--- src/rtl/seq_mult_nxn_if.sv ---
// Start/done handshake bundle for the sequential NxN multiplier.
// The master drives the request (start, mode, operands); the slave returns
// busy/done status and the product.
interface seq_mult_nxn_if #(
    parameter int WIDTH = 8
);
    logic                 start;
    logic                 signed_mode;
    logic [WIDTH-1:0]     a;
    logic [WIDTH-1:0]     b;
    logic                 busy;
    logic                 done;
    logic [2*WIDTH-1:0]   product;

    modport master (
        output start, signed_mode, a, b,
        input  busy, done, product
    );

    modport slave (
        input  start, signed_mode, a, b,
        output busy, done, product
    );
endinterface

--- src/rtl/seq_mult_nxn.sv ---
// Sequential shift-and-add multiplier, WIDTH x WIDTH -> 2*WIDTH bits.
// One multiplier bit is consumed per clock. Signed operands are converted to
// magnitudes at capture, and the sign is reapplied once when loading the
// product, so the datapath itself is purely unsigned.
module seq_mult_nxn #(
    parameter int WIDTH = 8
) (
    input  logic           clk,
    input  logic           rst_n,
    seq_mult_nxn_if.slave  bus
);
    localparam int CW = (WIDTH > 1) ? $clog2(WIDTH) : 1;
    localparam int PW = 2 * WIDTH;

    typedef enum logic [1:0] {
        IDLE = 2'd0,
        CALC = 2'd1,
        DONE = 2'd2
    } state_t;

    state_t           state;
    logic [PW-1:0]    mcand;      // multiplicand, shifted left each step
    logic [WIDTH-1:0] mplier;     // multiplier, shifted right each step
    logic [PW-1:0]    acc;
    logic [CW-1:0]    cnt;
    logic             neg;        // result must be negated at completion
    logic [PW-1:0]    acc_sum;
    logic             busy_q;
    logic             done_q;
    logic [PW-1:0]    product_q;

    // Magnitude of an operand; the most negative value maps to 2^(WIDTH-1),
    // which still fits in WIDTH unsigned bits.
    function automatic logic [WIDTH-1:0] mag(input logic [WIDTH-1:0] x, input logic sm);
        return (sm && x[WIDTH-1]) ? -x : x;
    endfunction

    // Partial-product add for the current multiplier LSB.
    always_comb begin
        acc_sum = acc + (mplier[0] ? mcand : '0);
    end

    // Control FSM and datapath; all outputs are registered here.
    always_ff @(posedge clk or negedge rst_n) begin
        if (!rst_n) begin
            state     <= IDLE;
            mcand     <= '0;
            mplier    <= '0;
            acc       <= '0;
            cnt       <= '0;
            neg       <= 1'b0;
            busy_q    <= 1'b0;
            done_q    <= 1'b0;
            product_q <= '0;
        end else begin
            case (state)
                IDLE: begin
                    done_q <= 1'b0;
                    if (bus.start) begin
                        mcand  <= {{WIDTH{1'b0}}, mag(bus.a, bus.signed_mode)};
                        mplier <= mag(bus.b, bus.signed_mode);
                        neg    <= bus.signed_mode & (bus.a[WIDTH-1] ^ bus.b[WIDTH-1]);
                        acc    <= '0;
                        cnt    <= '0;
                        busy_q <= 1'b1;
                        state  <= CALC;
                    end
                end
                CALC: begin
                    acc    <= acc_sum;
                    mcand  <= mcand << 1;
                    mplier <= mplier >> 1;
                    cnt    <= cnt + CW'(1);
                    if (cnt == CW'(WIDTH - 1)) begin
                        // Last bit: load the product directly from this step's sum.
                        product_q <= neg ? -acc_sum : acc_sum;
                        busy_q    <= 1'b0;
                        done_q    <= 1'b1;
                        state     <= DONE;
                    end
                end
                DONE: begin
                    done_q <= 1'b0;
                    state  <= IDLE;
                end
                default: begin
                    busy_q <= 1'b0;
                    done_q <= 1'b0;
                    state  <= IDLE;
                end
            endcase
        end
    end

    assign bus.busy    = busy_q;
    assign bus.done    = done_q;
    assign bus.product = product_q;
endmodule

--- src/flat_wrapper.sv ---
// flat-port wrapper written by rule: the top's interface ports become plain ports
module seq_mult_nxn_flat 
#(
    parameter int WIDTH = 8
)
  (clk, rst_n, bus_start, bus_signed_mode, bus_a, bus_b, bus_busy, bus_done, bus_product);
  seq_mult_nxn_if #(.WIDTH(WIDTH)) bus_i ();
  input  logic clk;
  input  logic rst_n;
  input wire logic [$bits(bus_i.start)-1:0] bus_start;
  input wire logic [$bits(bus_i.signed_mode)-1:0] bus_signed_mode;
  input wire logic [$bits(bus_i.a)-1:0] bus_a;
  input wire logic [$bits(bus_i.b)-1:0] bus_b;
  output wire logic [$bits(bus_i.busy)-1:0] bus_busy;
  output wire logic [$bits(bus_i.done)-1:0] bus_done;
  output wire logic [$bits(bus_i.product)-1:0] bus_product;
  assign bus_i.start = bus_start;
  assign bus_i.signed_mode = bus_signed_mode;
  assign bus_i.a = bus_a;
  assign bus_i.b = bus_b;
  assign bus_busy = bus_i.busy;
  assign bus_done = bus_i.done;
  assign bus_product = bus_i.product;
  seq_mult_nxn #(.WIDTH(WIDTH)) u_core (.clk(clk), .rst_n(rst_n), .bus(bus_i));
endmodule
--- config.mk ---
export PLATFORM = sky130hd
export DESIGN_NAME = seq_mult_nxn_flat
export DESIGN_NICKNAME = d
export VERILOG_FILES = /design/src/rtl/seq_mult_nxn_if.sv /design/src/rtl/seq_mult_nxn.sv /design/src/flat_wrapper.sv
export SDC_FILE = /design/constraint.sdc
export NUM_CORES = 1
export LEC_CHECK = 0
export BUFFER_PORTS_ARGS = -buffer_cell sky130_fd_sc_hd__buf_4
export CORE_MARGIN = 1
export CORE_UTILIZATION = 55
export CTS_BUF_LIST = sky130_fd_sc_hd__clkbuf_2 sky130_fd_sc_hd__clkbuf_4 sky130_fd_sc_hd__clkbuf_8
export CTS_CLUSTER_DIAMETER = 150
export CTS_CLUSTER_SIZE = 28
export DETAILED_ROUTE_END_ITERATION = 10
export GPL_TIMING_DRIVEN = 0
export PLACE_DENSITY = 0.78
export SLEW_MARGIN = 10
export SYNTH_ARGS = -nofsm -noshare
export SYNTH_HDL_FRONTEND = slang
export SYNTH_SLANG_ARGS = --single-unit
--- constraint.sdc ---
create_clock -name clk -period 2.9 [get_ports clk]
set_input_delay 0.29 -clock clk [delete_from_list [all_inputs] [get_ports clk]]
set_output_delay 0.29 -clock clk [all_outputs]
set_load 0.05 [all_outputs]
# Word level (Yosys, flattened, before mapping)
# Cells that the tools add are included.
# W data, S select, Z words.
[op_classes] bitwise=3 eq_ne=5 reduce_logical=9 n_mux=20 addsub=5
[op_table] cell="$mux W16" n=4
[op_table] cell="$pmux W16 S2" n=2
[op_table] cell="$mux W8" n=3
[op_table] cell="$add A16 B16 Y16" n=1
[op_table] cell="$neg A16 Y16" n=1
[op_table] cell="$neg A8 Y8" n=2
[op_table] cell="$pmux W8 S2" n=1
[op_table] cell="$reduce_and A2 Y1" n=4
[op_table] cell="$pmux W3 S2" n=1
[op_table] cell="$mux W1" n=4
[op_table] cell="$mux W2" n=2
[op_table] cell="$pmux W2 S2" n=1
[op_table] cell="$add A3 B1 Y3 const B" n=1
[op_table] cell="$eq A3 B3 Y1 const B" n=1
[op_table] cell="$mux W3" n=1
[op_table] cell="$pmux W1 S3" n=1
[op_table] cell="$reduce_and A3 Y1" n=1
[op_table] cell="$eq A2 B1 Y1 const B" n=1
[op_table] cell="$eq A2 B2 Y1 const B" n=1
[op_table] cell="$logic_and A1 B1 Y1" n=2
[op_table] cell="$logic_not A2 Y1" n=1
[op_table] cell="$ne A2 B1 Y1 const B" n=1
[op_table] cell="$ne A2 B2 Y1 const B" n=1
[op_table] cell="$reduce_bool A2 Y1" n=1
[op_table] cell="other kinds (3)" n=3
[totals] inputBits=20 regBits=64

# Logic depth before layout (Yosys ltp)
# Gate-level depths: netlist (run 1).
[depth] word_depth=4 depth_mapped=13 ltp_nobuf=12

# Least setup slack after synthesis (run 1)
# No wires, ideal clock.
[synth_path] path_type="register to register" start="reg u_core.mplier[0]" end="reg u_core.product_q[14] (netlist: u_core.bus.product[14])" setup_ns=0.132 path_slack_ns=-0.332 required_time_ns=2.768 t_arrival_ns=3.100 path_stages_with_launch=13 path_cell_list="dfrtp_1 clkbuf_1 and2_1 ha_1 fa_1 a211o_1 a211o_1 a41oi_2 xor2_2 nand3_1 o41ai_2 xor2_1 o21ai_1"
[synth_via] elab_chain_len=4
[synth_rtl] element="start, declared" line="seq_mult_nxn.sv:23" source="logic [WIDTH-1:0] mplier;"
[synth_rtl] element="start signal, assigned" line="seq_mult_nxn.sv:61" source="mplier <= mag(bus.b, bus.signed_mode);"
[synth_rtl] element="start signal, assigned" line="seq_mult_nxn.sv:72" source="mplier <= mplier >> 1;"
[synth_rtl] element="$mux W16 (*)" line="seq_mult_nxn.sv:40" source="acc_sum = acc + (mplier[0] ? mcand : '0);"
[synth_rtl] element="$add A16 B16 Y16 (*)" line="seq_mult_nxn.sv:40"
[synth_rtl] element="$neg A16 Y16" line="seq_mult_nxn.sv:76" source="product_q <= neg ? -acc_sum : acc_sum;"
[synth_rtl] element="$mux W16 (*)" line="seq_mult_nxn.sv:76"
[synth_rtl] element="end signal, assigned" line="seq_mult_nxn.sv:76"
[synth_rtl] element="end, declared" line="seq_mult_nxn.sv:30" source="logic [PW-1:0] product_q;"
# Mark *: on every way between the ends. The rest lies on a longest branch, timed or not.
# A chain may end at the register's enable or synchronous reset.

# Worst setup path after layout (run 1)
[layout_path] start="reg u_core.mplier[0]" end="reg u_core.product_q[13] (netlist: u_core.bus.product[13])"
# The elaborated chain is that of the path after synthesis.

==> metrics.md, run 1 <==
| Metric | Value |
|---|---|
| Outcome | finished with violations |
| Failing checks | setup timing |
| CP dominant cell by count | a211o_1 |
| Post-synthesis sequential area ratio | 0.404 |
| Fin crit share | 1.14 |
| R2R Path Start | u_core.mplier[0]$_DFFE_PN0P_ |
| Max Cap Viol | 0 |
| Initial Util | 0.577 |
| F_max | 303 MHz |
| Clock skew after layout | 0.0101 ns |
| Fin util | 0.700 |
| Post-DP HPWL | 6780 um |
| Total Die Area | 7550 um2 |
| # nets final | 524 |
| Slew HR | 0.432 |
| Vias in the first global route | 3,453 |
| Number of iterations in the first detailed-routing pass | 5 |
| Htree depth | 3 |
| Crit path kind | flip-flop to flip-flop |
| Ys flop type | dfrtp_1 |
| Final WL | 9670 um |
| Area grow syn2layout | 21.4% |
| CTS tree | done |
| Row cnt | 30 |
| Endpoints failing setup | 8 |
| Critical path endpoint category | flip-flop |
| RSZ-0062 raised after global routing | yes |
| Register-to-register setup slack | -0.41 ns |
| Vias/cell | 6.00 |
| Layout cells sized above 1 | 0.203 |
| Antenna cell count | 0 |
| Post-synth ARST share | 1.00 |
| All-layer global routing usage | 0.278 |
| Fin crit period | 3.31 ns |
| Clk sinks | 64 |
| Synth Register Bits | 64 |
| Hold bufs inserted after CTS | 0 |
| Total CTS buffers | 9 |
| First-pass GRT wire length | 16,100 um |
| GR Overflow Total | 0 |
| Max Transition Viols Final | 0 |
| Final Hold Viols | 0 |
| Largest net degree at the start of global routing | 65 |
| Worst Path Arrival | 3.54 ns |
| CTS Buffer Depth | 2 |
| Iteration-0 DRC count of the detailed router | 223 |
| Clock Latency Late Sink | 0.35 ns |
| YS warnings | 0 |
| EDFF count, synth | 0 |
| Synth Net Count | 468 |
| Hold WC Path Type | input pin to async pin |
| Crit-path cells | buf_8 -> and2_4 -> ha_4 -> fa_2 -> a211o_1 -> a211o_1 -> a41oi_2 -> xor2_2 -> nand4_2 -> o21ai_2 -> xnor2_2 -> mux2_4 |
| Largest stage delay, worst path | 0.44 ns |
| Antenna violations before repair | 0 |
| Die H | 86.9 um |
| Reg2Reg Depth | 12 |
| DRT antenna net count | 0 |
| Yosys top cell area share | 0.404 |
| CTS clk-pin slew, worst paths | 0.07 ns |
| Die width | 86.9 um |
| IO buf count | 37 |
| Top post-synthesis cells by area | dfrtp_1, ha_1, o21ai_0 |
| WP data required | 3.14 ns |
| Setup ws final | -0.406 ns |
| WL per Instance | 16.6 um |
| Worst slew pin tran | 0.846 ns |
| Core area | 6870 um2 |
| Area leader, netlist | dfrtp_1 |
| Startpoint types | flip-flop |
| Via count | 3,497 |
| Worst r2r dst | u_core.bus.product[13]$_DFFE_PN0P_ |
| Unique cell type count in the Yosys netlist | 53 |
| Worst-path maximum fanout | 5 |
| Synthesized area | 3960 um2 |
| Setup_tns | -1.77 ns |
| DP Worst Slack | -0.691 ns |
| Critical path's slowest cell | dfrtp_2 |
| Post-Syn Instances | 427 |
| Routability Congestion | 0.825 |
| Root Driver | clkbuf_8 |
| I/O pins | 38 |
| DR DRC count | 0 |
| Crit. Startpoint | u_core.mplier[0]$_DFFE_PN0P_ |
| Syn avg cell area | 9.28 um2 |
==> timing repair <==
item | CTS | global route
pin swaps | 13 | 5
endpoints found under the setup margin | 13 | 14
buffers inserted | 9 | 1
gates resized for setup | 21 | 15
==> how the worst max path moves through the flow <==
stage,to,depth (start not counted)
finish,u_core.bus.product[13]$_DFFE_PN0P_,12
detailed placement,u_core.bus.product[13]$_DFFE_PN0P_,12
CTS,u_core.bus.product[13]$_DFFE_PN0P_,12
global route,u_core.bus.product[15]$_DFFE_PN0P_,12
floorplan,u_core.bus.product[13]$_DFFE_PN0P_,12
global placement,u_core.bus.product[13]$_DFFE_PN0P_,12
==> placed cells by master, fill, tap and decap left out, types with 3 or more instances in the layout <==
| master | Yosys | layout |
|---|---|---|
| dfrtp_1 | 64 | 63 |
| nand2_1 | 45 | 45 |
| buf_4 | 0 | 45 |
| o21ai_0 | 36 | 31 |
| a21oi_1 | 27 | 25 |
| a22o_1 | 20 | 20 |
| o22ai_1 | 19 | 19 |
| ha_1 | 20 | 19 |
| inv_1 | 17 | 17 |
| nor2_1 | 17 | 16 |
| and2_1 | 16 | 15 |
| xor2_1 | 18 | 15 |
| clkbuf_1 | 17 | 14 |
| xnor2_1 | 15 | 12 |
| o21ai_1 | 8 | 10 |
| a21o_1 | 9 | 9 |
| clkbuf_8 | 0 | 9 |
| nor3_1 | 8 | 8 |
| xor2_2 | 2 | 5 |
| a211o_1 | 4 | 4 |
| a22oi_1 | 4 | 4 |
| or3_1 | 3 | 3 |
| or2_2 | 3 | 3 |
| a31oi_1 | 3 | 3 |
| nor2b_1 | 3 | 3 |
| nand4_1 | 3 | 3 |
| a21oi_2 | 1 | 3 |
| xnor2_2 | 0 | 3 |
| nand2b_1 | 3 | 3 |
| nand3_1 | 3 | 3 |
| o31ai_1 | 3 | 3 |
==> metrics by stage <==
step | cell area [um2] | hold WS (ns) | cells
global placement | 4370 | 0.419 | 560
detailed placement | 4370 | 0.427 | 560
finish | 4810 | 0.0220 | 583
CTS | 4730 | 0.0454 | 584
floorplan | 3980 | -0.00559 | 427
global route | 4810 | 0.0925 | 583
==> cell type report <==
class	instances	area (um2)
plain buffers	17	77.6
clock buffers	9	124
clock inverters	6	85.1
fillers	544	2060
inverters	17	63.8
multi-input cells	327	2380
flip-flops and latches	64	1600
well taps	96	120
repair buffers	47	360
==> synth_stat cells, types with 2 or more instances <==
cell type / instances
a2111oi_0: 3
a211o_1: 4
a211oi_1: 3
a21boi_0: 2
a21o_1: 9
a21oi_1: 27
a22o_1: 20
a22oi_1: 4
a31oi_1: 3
and2_1: 16
and3_1: 2
buf_2: 2
clkbuf_1: 17
dfrtp_1: 64
ha_1: 20
inv_1: 17
nand2_1: 45
nand2b_1: 3
nand3_1: 3
nand4_1: 3
nor2_1: 17
nor2b_1: 3
nor3_1: 8
nor4_1: 2
o211a_1: 2
o21a_1: 2
o21ai_0: 36
o21ai_1: 8
o22ai_1: 19
o31ai_1: 3
o41ai_2: 2
or2_2: 3
or3_1: 3
xnor2_1: 15
xor2_1: 18
xor2_2: 2
==> worst max-delay path, delay by kind of cell (launching register included) <==
kind	cells	cell delay [ns]
buffers and inverters	1	0.14
flip-flops	1	0.44
AO/OA/AOI/OAI	4	1.09
AND/OR/NAND/NOR	2	0.33
XOR/XNOR	2	0.39
adder cells (fa/ha/maj)	2	0.52
multiplexers	1	0.28
==> metal layers <==
metal  routed length (um)  track usage  vias up
met5                    0            0        -
met4                  182       0.0924        0
met3                  497       0.0550       19
met2                 4870        0.491      125
met1                 4120        0.340     1672
li1                     -            -     1681
==> logic make-up after synthesis <==
group,count (synthesis),synth area share
adder cells (fa/ha/maj),21,0.0682
buffers and inverters,36,0.0347
multiplexers,2,0.00631
flip-flops,64,0.404
AO/OA/AOI/OAI,157,0.267
AND/OR/NAND/NOR,112,0.138
XOR/XNOR,35,0.0811
==> flip-flops by register name, indices dropped and copies added, names as in the netlist <==
name                flops
u_core.neg              1
u_core.mcand           16
u_core.cnt              3
u_core.bus.product     16
u_core.state            2
u_core.bus.busy         1
u_core.acc             16
u_core.bus.done         1
u_core.mplier           8
Power of run 1 is left out: the tool's default activity adds up to more than one toggle a clock period on the data nets, which glitch-free logic cannot reach.
==> run 2, diff against run 1 <==
PLACE_DENSITY = 0.75   (was 0.78)
clock period = 4.2 ns   (was 2.9 ns; I/O delays follow)
==> run 2 against run 1 <==
Against the previous run: routed wire length decreased by 6.1%; die area unchanged; flip-flop and latch count unchanged; the flow now finishes without violations; global-route usage decreased by 0.99 points; cell area decreased by 5.0%.
==> metrics.md, run 2 (same netlist as run 1, synthesis figures left out) <==
| Metric | Value |
|---|---|
| Outcome | complete, no violations (was finished with violations) |
| Vias in the first global route | 3,340 (was 3,453) |
| Multi-input gate area in the final layout | 2220 um2 (was 2380 um2) |
| CTS Buffer Depth | 2 (unchanged) |
| # nets final | 516 (was 524) |
| CP top delay family | compound AO/OA/AOI/OAI gates (unchanged) |
| Postcts setup bufs | 0 (was 9) |
| Area grow syn2layout | 15.4% (was 21.4%) |
| Buf/Inv on CP | 1 (unchanged) |
| Antenna cell count | 0 (unchanged) |
| Clock skew after layout | 0.0106 ns (was 0.0101 ns) |
| Antenna violations before repair | 0 (unchanged) |
| Largest net degree at the start of global routing | 65 (unchanged) |
| Worst slew pin tran | 0.787 ns (was 0.846 ns) |
| Startpoint types | flip-flop (unchanged) |
| Final Hold Viols | 0 (unchanged) |
| WHS | 0.144 ns (was 0.0220 ns) |
| Largest stage delay, worst path | 0.50 ns (was 0.44 ns) |
| Layout cells sized above 1 | 0.142 (was 0.203) |
| Slew HR | 0.475 (was 0.432) |
| Endpoints failing setup | 0 (was 8) |
| DR DRC count | 0 (unchanged) |
| Critical path's slowest cell | dfrtp_1 (was dfrtp_2) |
| Clock Latency Late Sink | 0.36 ns (was 0.35 ns) |
| Commonest non-fill, non-tap cell in the layout | dfrtp_1 (unchanged) |
| RSZ-0062 raised after global routing | no (was yes) |
| Crit. Startpoint | u_core.mplier[0]$_DFFE_PN0P_ (unchanged) |
| Worst r2r dst | u_core.bus.product[13]$_DFFE_PN0P_ (unchanged) |
| WL per Instance | 15.8 um (was 16.6 um) |
| Core area | 6870 um2 (unchanged) |
| Number of iterations in the first detailed-routing pass | 5 (unchanged) |
| Row cnt | 30 (unchanged) |
| CTS-repair resized insts | 0 (was 21) |
| Htree depth | 3 (unchanged) |
| WP data required | 4.45 ns (was 3.14 ns) |
| R2R Path Start | u_core.mplier[0]$_DFFE_PN0P_ (unchanged) |
| Total CTS buffers | 9 (unchanged) |
| Critical path endpoint category | flip-flop (unchanged) |
| Iteration-0 DRC count of the detailed router | 212 (was 223) |
| Max Cap Viol | 0 (unchanged) |
| Clk sinks | 64 (unchanged) |
| Worst Path Arrival | 4.00 ns (was 3.54 ns) |
| Fillers | 579 (was 544) |
| GR Overflow Total | 0 (unchanged) |
| Post-DP HPWL | 6820 um (was 6780 um) |
| CTS clk-pin slew, worst paths | 0.08 ns (was 0.07 ns) |
| Worst-path maximum fanout | 10 (was 5) |
| Initial Util | 0.577 (unchanged) |
| Die width | 86.9 um (unchanged) |
| CTS tree | done (unchanged) |
| Max Transition Viols Final | 0 (unchanged) |
| First-pass GRT wire length | 15,200 um (was 16,100 um) |
| Seq. cell area | 1600 um2 (about the same) |
| CP dominant cell by count | a211o_1 (unchanged) |
| Fin crit share | 0.894 (was 1.14) |
| Reg2Reg Depth | 12 (unchanged) |
| Fin crit period | 3.75 ns (was 3.31 ns) |
| Register-to-register setup slack | 0.45 ns (was -0.41 ns) |
| Crit-path cells | clkbuf_1 -> and2_1 -> ha_1 -> fa_1 -> a211o_1 -> a211o_1 -> a41oi_2 -> xor2_2 -> nand4_2 -> o21ai_1 -> xnor2_1 -> mux2_4 (was buf_8 -> and2_4 -> ha_4 -> fa_2 -> a211o_1 -> a211o_1 -> a41oi_2 -> xor2_2 -> nand4_2 -> o21ai_2 -> xnor2_2 -> mux2_4) |
| Routability Congestion | 0.850 (was 0.825) |
| Die H | 86.9 um (unchanged) |
| All-layer global routing usage | 0.268 (was 0.278) |
| Hold bufs inserted after CTS | 0 (unchanged) |
| Setup_tns | 0 ns (was -1.77 ns) |
| DRT antenna net count | 0 (unchanged) |
| I/O pins | 38 (unchanged) |
| Via count | 3,421 (was 3,497) |
| Hold WC Path Type | input pin to async pin (unchanged) |
| Most frequent cells in the layout | dfrtp_1, nand2_1, buf_4, o21ai_0, a21oi_1 (unchanged) |
| Crit path kind | flip-flop to flip-flop (unchanged) |
| F_max | 266 MHz (was 303 MHz) |
| Total Die Area | 7550 um2 (unchanged) |
| Root Driver | clkbuf_8 (unchanged) |
| IO buf count | 37 (unchanged) |
| Vias/cell | 5.94 (was 6.00) |
| Final WL | 9080 um (was 9670 um) |
run 2: cell count changes in the layout (fill, tap and decap cells not counted), moves of 3 or more:
cell | previous run | this run
a2111oi_0 | 0 | 3
xor2_1 | 15 | 18
clkbuf_1 | 14 | 17
xor2_2 | 5 | 2
o21ai_0 | 31 | 36
buf_4 | 45 | 37
xnor2_1 | 12 | 15
xnor2_2 | 3 | 0
inv_6 | 0 | 4
run 2: metrics by stage:
stage          setup slack (ns)  cell area, um2  utilization  cells
2_1_floorplan             0.968            3960            -    427
3_3_place_gp              0.521            4360        0.635    560
3_5_place_dp              0.464            4360        0.635    560
4_1_cts                   0.446            4570        0.666    576
5_1_grt                   0.236            4570        0.666    576
6_report                  0.447            4570        0.666    576
run 2: final cells by class:
class	count	area share
inverters	17	0.0140
repair buffers	37	0.0608
multi-input cells	327	0.486
clock inverters	6	0.0161
plain buffers	19	0.0161
well taps	96	0.0263
flip-flops and latches	64	0.350
clock buffers	10	0.0301
run 2: metal layers:
| metal | vias to the layer above | track usage | routed length (um) |
|---|---|---|---|
| li1 | 1655 | - | - |
| met1 | 1628 | 0.331 | 3970 |
| met2 | 121 | 0.456 | 4430 |
| met3 | 17 | 0.0512 | 487 |
| met4 | 0 | 0.123 | 203 |
| met5 | - | 0 | 0 |
run 2: how the worst max path moves through the flow:
| stage | end | slack, ns | depth (start not counted) |
|---|---|---|---|
| 6_report | u_core.bus.product[13]$_DFFE_PN0P_ | 0.45 | 12 |
| 5_1_grt | u_core.bus.product[13]$_DFFE_PN0P_ | 0.24 | 12 |
| 3_3_place_gp | u_core.bus.product[13]$_DFFE_PN0P_ | 0.52 | 12 |
| 4_1_cts | u_core.bus.product[13]$_DFFE_PN0P_ | 0.45 | 12 |
| 2_1_floorplan | u_core.bus.product[14]$_DFFE_PN0P_ | 0.97 | 12 |
| 3_5_place_dp | u_core.bus.product[13]$_DFFE_PN0P_ | 0.46 | 12 |
Power of run 2 is left out for the same reason.
==> run 3, diff against run 2 <==
==> constraint.sdc (replaced) <==
create_clock -name clk -period 4.2 [get_ports clk]
set_input_delay 0.21 -clock clk [delete_from_list [all_inputs] [get_ports clk]]
set_output_delay 0.21 -clock clk [all_outputs]
set_load 0.05 [all_outputs]
==> run 3 against run 2 <==
Against the previous run: global-route usage about the same; register-to-register slack barely moved; routed wire length fell by 0.64%; highest routed layer unchanged; critical path type unchanged.
==> metrics.md, run 3 (same netlist as run 1, synthesis figures left out) <==
| Metric | Value |
|---|---|
| Die width | 86.9 um (unchanged) |
| Final Hold Viols | 0 (unchanged) |
| CTS-repair resized insts | 0 (unchanged) |
| Initial Util | 0.577 (unchanged) |
| Antenna violations before repair | 0 (unchanged) |
| GR Overflow Total | 0 (unchanged) |
| Via count | 3,442 (was 3,421) |
| Critical path's slowest cell | dfrtp_1 (unchanged) |
| Crit path kind | flip-flop to flip-flop (unchanged) |
| Post-DP HPWL | 6820 um (unchanged) |
| Endpoints failing setup | 0 (unchanged) |
| CTS Buffer Depth | 2 (unchanged) |
| Htree depth | 3 (unchanged) |
| Vias in the first global route | 3,352 (was 3,340) |
| Fin crit period | 3.75 ns (about the same) |
| Final WL | 9030 um (was 9080 um) |
| Startpoint types | flip-flop (unchanged) |
| Hold Path Cell Cnt | 2 |
| Largest net degree at the start of global routing | 65 (unchanged) |
| DR DRC count | 0 (unchanged) |
| DRT antenna net count | 0 (unchanged) |
| Clock Latency Late Sink | 0.36 ns (about the same) |
| CTS clk-pin slew, worst paths | 0.08 ns (about the same) |
| Slew HR | 0.478 (was 0.475) |
| Number of iterations in the first detailed-routing pass | 4 (was 5) |
| Iteration-0 DRC count of the detailed router | 193 (was 212) |
| All-layer global routing usage | 0.269 (was 0.268) |
| Outcome | complete, no violations (unchanged) |
| Commonest non-fill, non-tap cell in the layout | dfrtp_1 (unchanged) |
| Vias/cell | 5.97 (was 5.94) |
| Largest stage delay, worst path | 0.50 ns (about the same) |
| Most frequent cells in the layout | dfrtp_1, nand2_1, buf_4, o21ai_0, a21oi_1 (unchanged) |
| Root Driver | clkbuf_8 (unchanged) |
| Row cnt | 30 (unchanged) |
| IO buf count | 37 (unchanged) |
| Total CTS buffers | 9 (unchanged) |
| Fin crit share | 0.892 (was 0.894) |
| Layout cells sized above 1 | 0.141 (was 0.142) |
| # nets final | 517 (was 516) |
| CP dominant cell by count | a211o_1 (unchanged) |
| Area grow syn2layout | 15.6% (was 15.4%) |
| Max Transition Viols Final | 0 (unchanged) |
| Core area | 6870 um2 (unchanged) |
| CTS tree | done (unchanged) |
| Worst slew pin tran | 0.783 ns (was 0.787 ns) |
| Critical path endpoint category | flip-flop (unchanged) |
| Hold WC Path Type | input pin to flip-flop (was input pin to async pin) |
| Clk sinks | 64 (unchanged) |
| WL per Instance | 15.6 um (was 15.8 um) |
| Clock skew after layout | 0.0119 ns (was 0.0106 ns) |
| RSZ-0062 raised after global routing | no (unchanged) |
| Max Cap Viol | 0 (unchanged) |
| Worst Path Arrival | 3.99 ns (was 4.00 ns) |
| WP data required | 4.45 ns (about the same) |
| Routability Congestion | 0.850 (unchanged) |
| Die H | 86.9 um (unchanged) |
| Reg2Reg Depth | 12 (unchanged) |
| Antenna cell count | 0 (unchanged) |
| I/O pins | 38 (unchanged) |
| Total Die Area | 7550 um2 (unchanged) |
| Worst-path maximum fanout | 10 (unchanged) |
| F_max | 267 MHz (was 266 MHz) |
| Setup_tns | 0 ns (unchanged) |
| First-pass GRT wire length | 15,300 um (was 15,200 um) |
| Crit-path cells | clkbuf_1 -> and2_1 -> ha_1 -> fa_1 -> a211o_1 -> a211o_1 -> a41oi_2 -> xor2_2 -> nand4_2 -> o21ai_1 -> xnor2_1 -> mux2_4 (unchanged) |
## run 3: cell count changes in the layout (fill, tap and decap cells not counted), sizes merged
cell,before,now
dlygate4sd3,0,1
## run 3: critical path, delay by kind of cell, from the launching register on
| kind | cells | cell delay (ns) |
|---|---|---|
| AOI/OAI and AO/OA | 4 | 1.12 |
| adders and majority gates | 2 | 0.66 |
| xor gates and xnor gates | 2 | 0.43 |
| muxes | 1 | 0.30 |
| and+or+nand+nor | 2 | 0.40 |
| DFF | 1 | 0.50 |
| buffers and inverters | 1 | 0.24 |
## run 3: worst paths after layout
kind                                                         from                                  to  slack (ns)
worst max register to register       u_core.mplier[0]$_DFFE_PN0P_  u_core.bus.product[13]$_DFFE_PN0P_        0.45
worst min register to register  u_core.bus.product[9]$_DFFE_PN0P_   u_core.bus.product[9]$_DFFE_PN0P_        0.48
min in group asynchronous                                   rst_n          u_core.acc[11]$_DFFE_PN0P_        0.48
worst min-delay path                                     bus_b[7]        u_core.mplier[7]$_DFFE_PN0P_        0.12
max in group asynchronous                                   rst_n        u_core.mplier[4]$_DFFE_PN0P_        3.21
worst max-delay path                 u_core.mplier[0]$_DFFE_PN0P_  u_core.bus.product[13]$_DFFE_PN0P_        0.45
## run 3: final cells by class
| cell class | count | area, um2 |
|---|---|---|
| multi-input combinational | 327 | 2220 |
| inverter | 17 | 63.8 |
| fill | 578 | 2290 |
| clock buffer | 10 | 138 |
| tap | 96 | 120 |
| timing repair buffer | 38 | 288 |
| buffer | 19 | 73.8 |
| sequential | 64 | 1600 |
| clock inverter | 6 | 73.8 |
## run 3: stage by stage
stage                     instances  hold WS [ns]  worst slack [ns]  cell area [um2]  utilization
after detailed placement        560         0.338             0.464             4360        0.635
after CTS                       577         0.119             0.446             4580        0.667
after global routing            577         0.136             0.236             4580        0.667
after floorplan                 427       -0.0856             0.968             3960            -
final                           577         0.125             0.454             4580        0.667
after global placement          560         0.338             0.521             4360        0.635
## run 3: what timing repair did
item,in CTS,in global routing
endpoints found under the hold margin,64,0
buffers inserted,0,0
setup endpoints to repair,0,0
hold buffers,1,0
## run 3: routing by layer
layer	routed length [um]	GRT usage	vias to the layer above
met3	473	0.0512	18
li1	-	-	1661
met1	3920	0.331	1643
met5	0	0	-
met2	4410	0.457	120
met4	221	0.123	0
Power of run 3 is left out for the same reason.
